==> src/rtl/wqe_dispatcher_if.sv <==
// Work-queue FIFO pop side, DCS Avalon-MM write port and completion/status signals.
interface wqe_dispatcher_if;
    logic         enable;
    logic [111:0] fifoData;
    logic         fifoEmpty;
    logic         fifoPop;
    logic [7:0]   dcsAddress;
    logic [31:0]  dcsWriteData;
    logic [3:0]   dcsByteEnable;
    logic         dcsWrite;
    logic         rdDcsChipSelect;
    logic         wrDcsChipSelect;
    logic         rdDcsWaitRequest;
    logic         wrDcsWaitRequest;
    logic         cmplValid;
    logic [7:0]   cmplTid;
    logic [4:0]   cmplOpcode;
    logic         busy;
    logic [7:0]   errCount;

    modport master (
        input  enable, fifoData, fifoEmpty, rdDcsWaitRequest, wrDcsWaitRequest,
        output fifoPop, dcsAddress, dcsWriteData, dcsByteEnable, dcsWrite,
               rdDcsChipSelect, wrDcsChipSelect, cmplValid, cmplTid, cmplOpcode,
               busy, errCount
    );

    modport slave (
        output enable, fifoData, fifoEmpty, rdDcsWaitRequest, wrDcsWaitRequest,
        input  fifoPop, dcsAddress, dcsWriteData, dcsByteEnable, dcsWrite,
               rdDcsChipSelect, wrDcsChipSelect, cmplValid, cmplTid, cmplOpcode,
               busy, errCount
    );
endinterface

==> src/rtl/wqe_dispatcher.sv <==
// Unpacks one 112-bit WQE into four DCS writes (last one is the doorbell); 7 cycles/WQE, 3 on error.
// Each write holds while the selected waitrequest is high; no new pop while busy or enable is low.
module wqe_dispatcher (
    input  logic               clock,
    input  logic               reset,
    wqe_dispatcher_if.master   bus
);

    typedef enum logic [2:0] {
        S_IDLE, S_CHECK, S_WR0, S_WR1, S_WR2, S_WR3, S_DONE, S_ERR
    } state_e;

    typedef struct packed {
        logic [4:0]  opcode;
        logic [2:0]  data_num;
        logic [7:0]  len0;
        logic [7:0]  len1;
        logic [7:0]  len2;
        logic [7:0]  len3;
        logic [7:0]  tid;
        logic [63:0] desc_addr;
    } wqe_t;

    state_e      state_q, state_d;
    wqe_t        wqe_q, wqe_d;
    logic [7:0]  dcs_address_q, dcs_address_d;
    logic [31:0] dcs_wdata_q, dcs_wdata_d;
    logic [3:0]  dcs_be_q, dcs_be_d;
    logic        dcs_write_q, dcs_write_d;
    logic        rd_cs_q, rd_cs_d;
    logic        wr_cs_q, wr_cs_d;
    logic        cmpl_vld_q, cmpl_vld_d;
    logic [7:0]  cmpl_tid_q, cmpl_tid_d;
    logic [4:0]  cmpl_opcode_q, cmpl_opcode_d;
    logic        busy_q, busy_d;
    logic [7:0]  err_cnt_q, err_cnt_d;

    logic        pop;
    logic        sel_rd, sel_wr, wqe_ok, wait_sel;
    logic [9:0]  total_len;

    // Reset gates the pop so no entry is consumed while the block is held in reset.
    assign pop      = reset && (state_q == S_IDLE) && bus.enable && !bus.fifoEmpty;
    assign sel_rd   = (wqe_q.opcode == 5'h01);
    assign sel_wr   = (wqe_q.opcode == 5'h02);
    assign wqe_ok   = (sel_rd || sel_wr) && (wqe_q.data_num != 3'd0) && (wqe_q.data_num <= 3'd4);
    assign wait_sel = sel_rd ? bus.rdDcsWaitRequest : bus.wrDcsWaitRequest;

    always_comb begin
        total_len = 10'd0;
        if (wqe_q.data_num >= 3'd1) total_len = total_len + {2'b00, wqe_q.len0};
        if (wqe_q.data_num >= 3'd2) total_len = total_len + {2'b00, wqe_q.len1};
        if (wqe_q.data_num >= 3'd3) total_len = total_len + {2'b00, wqe_q.len2};
        if (wqe_q.data_num >= 3'd4) total_len = total_len + {2'b00, wqe_q.len3};
    end

    always_ff @(posedge clock) begin
        if (!reset) state_q <= S_IDLE;
        else        state_q <= state_d;
    end

    always_comb begin
        state_d = state_q;
        wqe_d   = wqe_q;
        case (state_q)
            S_IDLE:  if (pop) begin
                         wqe_d   = wqe_t'(bus.fifoData);
                         state_d = S_CHECK;
                     end
            S_CHECK: state_d = wqe_ok ? S_WR0 : S_ERR;
            S_WR0:   if (!wait_sel) state_d = S_WR1;
            S_WR1:   if (!wait_sel) state_d = S_WR2;
            S_WR2:   if (!wait_sel) state_d = S_WR3;
            S_WR3:   if (!wait_sel) state_d = S_DONE;
            S_DONE:  state_d = S_IDLE;
            S_ERR:   state_d = S_IDLE;
            default: state_d = S_IDLE;
        endcase
    end

    // Outputs are registered, so they are decoded from the state being entered.
    always_comb begin
        dcs_address_d = 8'h00;
        dcs_wdata_d   = 32'h0;
        dcs_write_d   = 1'b0;
        cmpl_vld_d    = 1'b0;
        cmpl_tid_d    = cmpl_tid_q;
        cmpl_opcode_d = cmpl_opcode_q;
        err_cnt_d     = err_cnt_q;
        case (state_d)
            S_WR0: begin
                dcs_write_d = 1'b1;
                dcs_wdata_d = wqe_q.desc_addr[31:0];
            end
            S_WR1: begin
                dcs_write_d   = 1'b1;
                dcs_address_d = 8'h04;
                dcs_wdata_d   = wqe_q.desc_addr[63:32];
            end
            S_WR2: begin
                dcs_write_d   = 1'b1;
                dcs_address_d = 8'h08;
                dcs_wdata_d   = {wqe_q.tid, 5'd0, wqe_q.data_num, 6'd0, total_len};
            end
            S_WR3: begin
                dcs_write_d   = 1'b1;
                dcs_address_d = 8'h0C;
                dcs_wdata_d   = {27'd0, wqe_q.opcode};
            end
            S_DONE: begin
                cmpl_vld_d    = 1'b1;
                cmpl_tid_d    = wqe_q.tid;
                cmpl_opcode_d = wqe_q.opcode;
            end
            default: ;
        endcase
        dcs_be_d = dcs_write_d ? 4'hF : 4'h0;
        rd_cs_d  = dcs_write_d && sel_rd;
        wr_cs_d  = dcs_write_d && sel_wr;
        busy_d   = (state_d != S_IDLE);
        if (state_q == S_ERR && err_cnt_q != 8'hFF) err_cnt_d = err_cnt_q + 8'd1;
    end

    always_ff @(posedge clock) begin
        if (!reset) begin
            wqe_q         <= '0;
            dcs_address_q <= 8'h00;
            dcs_wdata_q   <= 32'h0;
            dcs_be_q      <= 4'h0;
            dcs_write_q   <= 1'b0;
            rd_cs_q       <= 1'b0;
            wr_cs_q       <= 1'b0;
            cmpl_vld_q    <= 1'b0;
            cmpl_tid_q    <= 8'h00;
            cmpl_opcode_q <= 5'h00;
            busy_q        <= 1'b0;
            err_cnt_q     <= 8'h00;
        end else begin
            wqe_q         <= wqe_d;
            dcs_address_q <= dcs_address_d;
            dcs_wdata_q   <= dcs_wdata_d;
            dcs_be_q      <= dcs_be_d;
            dcs_write_q   <= dcs_write_d;
            rd_cs_q       <= rd_cs_d;
            wr_cs_q       <= wr_cs_d;
            cmpl_vld_q    <= cmpl_vld_d;
            cmpl_tid_q    <= cmpl_tid_d;
            cmpl_opcode_q <= cmpl_opcode_d;
            busy_q        <= busy_d;
            err_cnt_q     <= err_cnt_d;
        end
    end

    assign bus.fifoPop         = pop;
    assign bus.dcsAddress      = dcs_address_q;
    assign bus.dcsWriteData    = dcs_wdata_q;
    assign bus.dcsByteEnable   = dcs_be_q;
    assign bus.dcsWrite        = dcs_write_q;
    assign bus.rdDcsChipSelect = rd_cs_q;
    assign bus.wrDcsChipSelect = wr_cs_q;
    assign bus.cmplValid       = cmpl_vld_q;
    assign bus.cmplTid         = cmpl_tid_q;
    assign bus.cmplOpcode      = cmpl_opcode_q;
    assign bus.busy            = busy_q;
    assign bus.errCount        = err_cnt_q;

endmodule

==> src/flat_wrapper.sv <==
// flat-port wrapper written by rule: the top's interface ports become plain ports
module wqe_dispatcher_flat 
  (clock, reset, bus_enable, bus_fifoData, bus_fifoEmpty, bus_rdDcsWaitRequest, bus_wrDcsWaitRequest, bus_fifoPop, bus_dcsAddress, bus_dcsWriteData, bus_dcsByteEnable, bus_dcsWrite, bus_rdDcsChipSelect, bus_wrDcsChipSelect, bus_cmplValid, bus_cmplTid, bus_cmplOpcode, bus_busy, bus_errCount);
  wqe_dispatcher_if bus_i ();
  input  logic clock;
  input  logic reset;
  input wire logic [$bits(bus_i.enable)-1:0] bus_enable;
  input wire logic [$bits(bus_i.fifoData)-1:0] bus_fifoData;
  input wire logic [$bits(bus_i.fifoEmpty)-1:0] bus_fifoEmpty;
  input wire logic [$bits(bus_i.rdDcsWaitRequest)-1:0] bus_rdDcsWaitRequest;
  input wire logic [$bits(bus_i.wrDcsWaitRequest)-1:0] bus_wrDcsWaitRequest;
  output wire logic [$bits(bus_i.fifoPop)-1:0] bus_fifoPop;
  output wire logic [$bits(bus_i.dcsAddress)-1:0] bus_dcsAddress;
  output wire logic [$bits(bus_i.dcsWriteData)-1:0] bus_dcsWriteData;
  output wire logic [$bits(bus_i.dcsByteEnable)-1:0] bus_dcsByteEnable;
  output wire logic [$bits(bus_i.dcsWrite)-1:0] bus_dcsWrite;
  output wire logic [$bits(bus_i.rdDcsChipSelect)-1:0] bus_rdDcsChipSelect;
  output wire logic [$bits(bus_i.wrDcsChipSelect)-1:0] bus_wrDcsChipSelect;
  output wire logic [$bits(bus_i.cmplValid)-1:0] bus_cmplValid;
  output wire logic [$bits(bus_i.cmplTid)-1:0] bus_cmplTid;
  output wire logic [$bits(bus_i.cmplOpcode)-1:0] bus_cmplOpcode;
  output wire logic [$bits(bus_i.busy)-1:0] bus_busy;
  output wire logic [$bits(bus_i.errCount)-1:0] bus_errCount;
  assign bus_i.enable = bus_enable;
  assign bus_i.fifoData = bus_fifoData;
  assign bus_i.fifoEmpty = bus_fifoEmpty;
  assign bus_i.rdDcsWaitRequest = bus_rdDcsWaitRequest;
  assign bus_i.wrDcsWaitRequest = bus_wrDcsWaitRequest;
  assign bus_fifoPop = bus_i.fifoPop;
  assign bus_dcsAddress = bus_i.dcsAddress;
  assign bus_dcsWriteData = bus_i.dcsWriteData;
  assign bus_dcsByteEnable = bus_i.dcsByteEnable;
  assign bus_dcsWrite = bus_i.dcsWrite;
  assign bus_rdDcsChipSelect = bus_i.rdDcsChipSelect;
  assign bus_wrDcsChipSelect = bus_i.wrDcsChipSelect;
  assign bus_cmplValid = bus_i.cmplValid;
  assign bus_cmplTid = bus_i.cmplTid;
  assign bus_cmplOpcode = bus_i.cmplOpcode;
  assign bus_busy = bus_i.busy;
  assign bus_errCount = bus_i.errCount;
  wqe_dispatcher u_core (.clock(clock), .reset(reset), .bus(bus_i));
endmodule
==> config.mk <==
export PLATFORM = sky130hd
export DESIGN_NAME = wqe_dispatcher_flat
export DESIGN_NICKNAME = d
export VERILOG_FILES = /design/src/rtl/wqe_dispatcher_if.sv /design/src/rtl/wqe_dispatcher.sv /design/src/flat_wrapper.sv
export SDC_FILE = /design/constraint.sdc
export NUM_CORES = 1
export LEC_CHECK = 0
export BUFFER_PORTS_ARGS = -buffer_cell sky130_fd_sc_hd__buf_2
export CORE_MARGIN = 1.5
export CORE_UTILIZATION = 49
export CTS_CLUSTER_DIAMETER = 80
export DETAILED_ROUTE_END_ITERATION = 6
export PLACE_DENSITY_LB_ADDON = 0.2
export RECOVER_POWER = 50
export SYNTH_ARGS = -nofsm -noshare
export SYNTH_HDL_FRONTEND = slang
export SYNTH_SLANG_ARGS = --single-unit
==> constraint.sdc <==
create_clock -name clock -period 4.7 [get_ports clock]
set_input_delay 0.94 -clock clock [delete_from_list [all_inputs] [get_ports clock]]
set_output_delay 0.94 -clock clock [all_outputs]
set_load 0.1 [all_outputs]
Word level (Yosys, flattened, before mapping). Cells that the tools add are included.

Bits in registers: 185. Word-level logic and storage cells: 77. Input bits: 118. Output and inout port bits: 71.

Multiplexer cells: 17. Reduce and logical (&&, ||, !) cells: 16. Equal/unequal tests: 15. $lt $le $gt $ge: 5. Add/sub/neg operators: 4.

Operators with widths (count): one-hot mux 32 bit (4 select lines) (1); two-way mux 10 bit (3); equality test 3 bit, second input constant (7); one-hot mux 3 bit (7 select lines) (1); adder 10 x 8 -> 10 bit (2); two-way mux 3 bit (6); equality test 3 x 2 -> 1 bit, second input constant (4); one-hot mux 4 bit (3 select lines) (1); adder 8 x 8 -> 9 bit (1); adder 8 x 1 -> 8 bit, second input constant (1); logical AND 1 bit (8); two-way mux 8 bit (1); != test 8 bit, second input constant (1); >= comparator 3 x 2 -> 1 bit, second input constant (2); nonzero test 3 bit (2); equality test 5 x 1 -> 1 bit, second input constant (1); equality test 5 x 2 -> 1 bit, second input constant (1); two-way mux 4 bit (1); OR reduction 4 bit (1); equality test 3 x 1 -> 1 bit, second input constant (1); >= comparator 3 x 1 -> 1 bit, second input constant (1); >= comparator 3 bit, second input constant (1); less-or-equal comparator 3 bit, second input constant (1); zero test 3 bit (1); other kinds (5) (7).

Longest topological paths before layout.
Depth after elaboration: 10. Gate-level depth with buffers: 24. Gate-level depth less buffers: 22.

Worst setup path before layout. OpenSTA, ideal clock, no wires.

Path type: register -> register. Start point: reg u_core.wqe_q[106] (netlist name). End point: reg u_core.dcs_wdata_q[8], in the netlist u_core.bus.dcsWriteData[8]. Clock period less this slack: 4.590 ns. Path slack: 0.110 ns. Path buffers: 2. Required time: 4.630 ns. Cell stages (with the launch flop): 24. Setup time: 0.070 ns. Arrival: 4.520 ns. Cell sequence: dfxtp_1 -> buf_2 -> or3_1 -> buf_2 -> and2_1 -> ha_1 -> inv_1 -> fa_1 -> nor2b_1 -> o21a_1 -> or3_1 -> a31o_2 -> ha_1 -> or3_1 -> a21oi_1 -> nor2_1 -> ha_1 -> o21a_1 -> o31ai_1 -> a21oi_1 -> o21a_1 -> o21ai_0 -> or3_1 -> a21oi_1.

Word-level cells in the longest chain between the ends: 9. Elaborated cells between the ends (all ways): 22. Those cells by class: add/sub: 3; order compare: 5; eq/ne: 4; mux: 7; reduce/logical: 3.

Ends and longest elaborated chain: start: declaration (line wqe_dispatcher.sv:25) `wqe_t wqe_q, wqe_d;`; start signal: assignment (line wqe_dispatcher.sv:139) `wqe_q <= wqe_d;`; >= comparator 3 x 1 -> 1 bit (line wqe_dispatcher.sv:51) `if (wqe_q.data_num >= 3'd1) total_len = total_len + {2'b00, wqe_q.len0};`; two-way mux 8 bit (line wqe_dispatcher.sv:51); adder 8 x 8 -> 9 bit (line wqe_dispatcher.sv:52) `if (wqe_q.data_num >= 3'd2) total_len = total_len + {2'b00, wqe_q.len1};`; two-way mux 10 bit (line wqe_dispatcher.sv:52); adder 10 x 8 -> 10 bit (line wqe_dispatcher.sv:53) `if (wqe_q.data_num >= 3'd3) total_len = total_len + {2'b00, wqe_q.len2};`; two-way mux 10 bit (line wqe_dispatcher.sv:53); adder 10 x 8 -> 10 bit (line wqe_dispatcher.sv:54) `if (wqe_q.data_num >= 3'd4) total_len = total_len + {2'b00, wqe_q.len3};`; two-way mux 10 bit (line wqe_dispatcher.sv:54); one-hot mux 32 bit (4 select lines) * (line wqe_dispatcher.sv:90) `case (state_d)`; end signal: assignment (line wqe_dispatcher.sv:141) `dcs_wdata_q <= dcs_wdata_d;`; end: declaration (line wqe_dispatcher.sv:27) `logic [31:0] dcs_wdata_q, dcs_wdata_d;`.

Mark *: on every way between the ends. The rest lies on a longest branch, timed or not. A chain may end at the register's enable or synchronous reset.

Worst setup path after layout.
Start point: reg u_core.wqe_q[106] (netlist name). End point: reg u_core.dcs_wdata_q[6], in the netlist u_core.bus.dcsWriteData[6].

Same word-level chain as after synthesis.

==> impl_metrics.json <==
{
  "area_growth_pct": 19.5,
  "synth.avg_cell_area_um2": 8.16,
  "synthFlopType": "dfxtp_1",
  "clock-sinks": 175,
  "synth_top_area_cell": "dfxtp_1",
  "io_pins": 189,
  "violations": "max-capacitance violations, max-slew violations",
  "grt_max_degree": 225,
  "regArea_mm2": 0.00350,
  "r2r_cells": 18,
  "grt_overflow": 0,
  "yosysMostFrequentCell": "nand2_1",
  "ys_warn_count": 0,
  "crit_path_max_incr_delay_ps": 450,
  "portBuffers": 182,
  "clk_pin_slew_ps": 70,
  "cts.hold.buffers_added": 0,
  "crit_path_end_kind": "flop",
  "min_path_type": "flop to flop",
  "drtIter0Drc": 552,
  "start_util": 0.507,
  "period_minus_slack_ps": 4550,
  "worst_setup_path_start_kind": "flop",
  "synth_async_sr_flop_share": 0,
  "vias": 7283,
  "root_buffer": "clkbuf_16",
  "worstPathCellList": "or3_4 -> and2_4 -> ha_2 -> inv_1 -> fa_2 -> a21oi_4 -> inv_1 -> fa_1 -> xor2_1 -> a21oi_1 -> ha_1 -> nor2b_1 -> o31ai_1 -> nand2b_1 -> a211oi_1 -> nor2_1 -> a32oi_1 -> a21oi_1",
  "die_h_um": 132,
  "worstMarginPinSlew_ps": 2140,
  "chipWidth_um": 132,
  "netlist_area_mm2": 0.00811,
  "max_slew_margin": -0.427,
  "vias_per_cell": 5.28,
  "required_ps": 4950,
  "p_per_area_mw_per_mm2": 501,
  "fmax_mhz": 220,
  "ys_ff_latch": 175,
  "ant_nets": 0,
  "synth_top_area_share": 0.432,
  "worstHoldEndpoint": "u_core.wqe_q[40]",
  "slew_viol_final": 257,
  "ys_types": 66,
  "hold_viol": 0,
  "seq_area_frac_synth": 0.432,
  "path_class": "flop to flop",
  "synth_edf_count": 0,
  "cp.arrival_ps": 4790,
  "core_region_area_mm2": 0.0160,
  "maxCapViolations": 2,
  "wirelength_um": 21200,
  "multi_input_area_mm2": 0.00430,
  "slowest_stage": "fa_2",
  "r2r-end": "u_core.bus.dcsWriteData[6]",
  "die-area_mm2": 0.0173,
  "outcome": "complete, but fails checks",
  "drtPass1Iterations": 6,
  "groute.usage.overall": 0.243,
  "syn_inst": 994,
  "min_from": "u_core.wqe_q[40]",
  "nets": 1296,
  "place.gp.congestion": 0.865,
  "cts_inserted_buffers": 17,
  "crit_fanout": 6,
  "fillers": 1547,
  "reg2reg_from": "u_core.wqe_q[106]",
  "grt_pass1_vias": 6630,
  "dp_hpwl_um": 14800,
  "hold_depth": 2,
  "h-tree-depth": 4,
  "rows": 46,
  "final_layout_size_suffix_gt1_frac": 0.192,
  "leakage_nw": 3.73,
  "grt_pass1_wl_um": 33700,
  "peakVddDrop_mv": 0.354,
  "cts_tree": "yes",
  "antenna_found_initial": 3,
  "period_share": 0.967,
  "reg2reg_slack_ps": 150,
  "synth_common_cells": "nand2_1 (267), dfxtp_1 (175), o21ai_0 (129), nor2_1 (58), a21oi_1 (36)",
  "finClkSkew_ps": 8.19,
  "finalSetupViolCount": 0,
  "clk_latency_ps": 430,
  "drcViolationCount": 0,
  "post_drt_wl_per_cell_um": 15.4,
  "synth_area_leaders": "dfxtp_1 (43%), nand2_1 (12%), o21ai_0 (8.0%), ha_1 (4.2%), nor2_1 (2.7%)",
  "finalPower_mw": 4.85,
  "finalSetupTns_ps": 0,
  "clock_path_buffers": 2
}
## state kept, by name, summed over array words and instances (netlist names)
| register | flops |
|---|---|
| u_core.state_q | 3 |
| u_core.bus.cmplTid | 8 |
| u_core.bus.errCount | 8 |
| u_core.bus.rdDcsChipSelect | 1 |
| u_core.bus.wrDcsChipSelect | 1 |
| u_core.bus.busy | 1 |
| u_core.bus.cmplValid | 1 |
| u_core.bus.dcsWriteData | 32 |
| u_core.bus.dcsByteEnable | 1 |
| u_core.wqe_q | 112 |
| u_core.bus.cmplOpcode | 5 |
| u_core.bus.dcsAddress | 2 |
## repair_timing
item,CTS,global route
gates resized for setup,3,22
setup endpoints to repair,2,5
buffers inserted,0,1
pin swaps,2,6
## how the worst max path moves through the flow
stage	slack, ps	to	startpoint	depth (start not counted)
after floorplan	110	u_core.bus.dcsWriteData[8]	u_core.wqe_q[106]	23
after global placement	30	u_core.bus.dcsWriteData[8]	u_core.wqe_q[106]	21
after detailed placement	-30	u_core.bus.dcsWriteData[8]	u_core.wqe_q[106]	21
after CTS	40	u_core.bus.dcsWriteData[9]	u_core.wqe_q[106]	20
after global routing	-20	u_core.bus.dcsWriteData[6]	u_core.wqe_q[106]	18
final	150	u_core.bus.dcsWriteData[6]	u_core.wqe_q[106]	18
## kinds of logic after synthesis
kind of cell | count (synthesis) | share of synthesized area
simple gates | 397 | 0.210
compound gates | 248 | 0.188
flops | 175 | 0.432
buf+inv | 93 | 0.0568
mux | 38 | 0.0498
fa+ha+maj | 30 | 0.0491
xor+xnor | 12 | 0.0130
other cells | 1 | 0.000463
## per-stage QoR
step / hold slack, ps / instances / instance area [um2] / worst slack, ps / utilization
after CTS: 457 / 1376 / 9660 / 36.0 / 0.604
final: 455 / 1379 / 9690 / 153 / 0.606
after global routing: 471 / 1377 / 9690 / -21.6 / 0.605
after floorplan: 430 / 999 / 8130 / 110 / -
after detailed placement: 447 / 1344 / 9100 / -30.7 / 0.569
after global placement: 440 / 1344 / 9100 / 27.8 / 0.569
## area by class of cell
cell class | instances | share of cell area
Multi-Input combinational cell | 731 | 0.444
Sequential cell | 175 | 0.362
Timing Repair Buffer | 202 | 0.102
Clock buffer | 20 | 0.0461
Tap cell | 216 | 0.0279
Clock inverter | 12 | 0.0101
Inverter | 21 | 0.00813
Antenna cell | 2 | 0.000516
## report_power, final
part	internal, mW	leakage (nW)	total (mW)	switching, mW
registers	1.68	1.42	1.83	0.148
clock network	0.705	0.270	1.32	0.614
logic	0.520	2.04	1.71	1.19
total	2.90	3.73	4.85	1.95
## layer usage
layer  wire, um  share of wire  track usage  vias to the layer above
met1       9840           0.46        0.333                     3335
met5          7        0.00033            0                        -
met3       1510          0.071       0.0598                       24
li1           -              -            -                     3686
met4        255          0.012       0.0654                        2
met2       9610           0.45        0.380                      236
## layout by cell type, fill, tap and decap left out, types with 7 or more instances in the layout
| cell | count |
|---|---|
| nand2_1 | 267 |
| dfxtp_1 | 175 |
| o21ai_0 | 125 |
| buf_2 | 116 |
| clkbuf_1 | 68 |
| nor2_1 | 58 |
| a21oi_1 | 32 |
| mux2i_1 | 21 |
| inv_1 | 20 |
| ha_1 | 20 |
| buf_4 | 18 |
| clkbuf_16 | 17 |
| mux2_2 | 16 |
| and2_1 | 12 |
| a211oi_1 | 9 |
| o31ai_1 | 8 |
| nand3_1 | 8 |
| nor3_1 | 7 |
| xor2_1 | 7 |
| o21a_1 | 7 |
## critical path: cells and delay by family (launching register included)
| kind | cells | cell delay, ps |
|---|---|---|
| AO/OA/AOI/OAI | 6 | 1390 |
| flip-flops | 1 | 310 |
| buffers and inverters | 2 | 150 |
| XOR/XNOR | 1 | 160 |
| AND/OR/NAND/NOR | 5 | 970 |
| adder cells (fa/ha/maj) | 4 | 1360 |
Power figures use the tool's default switching activity.
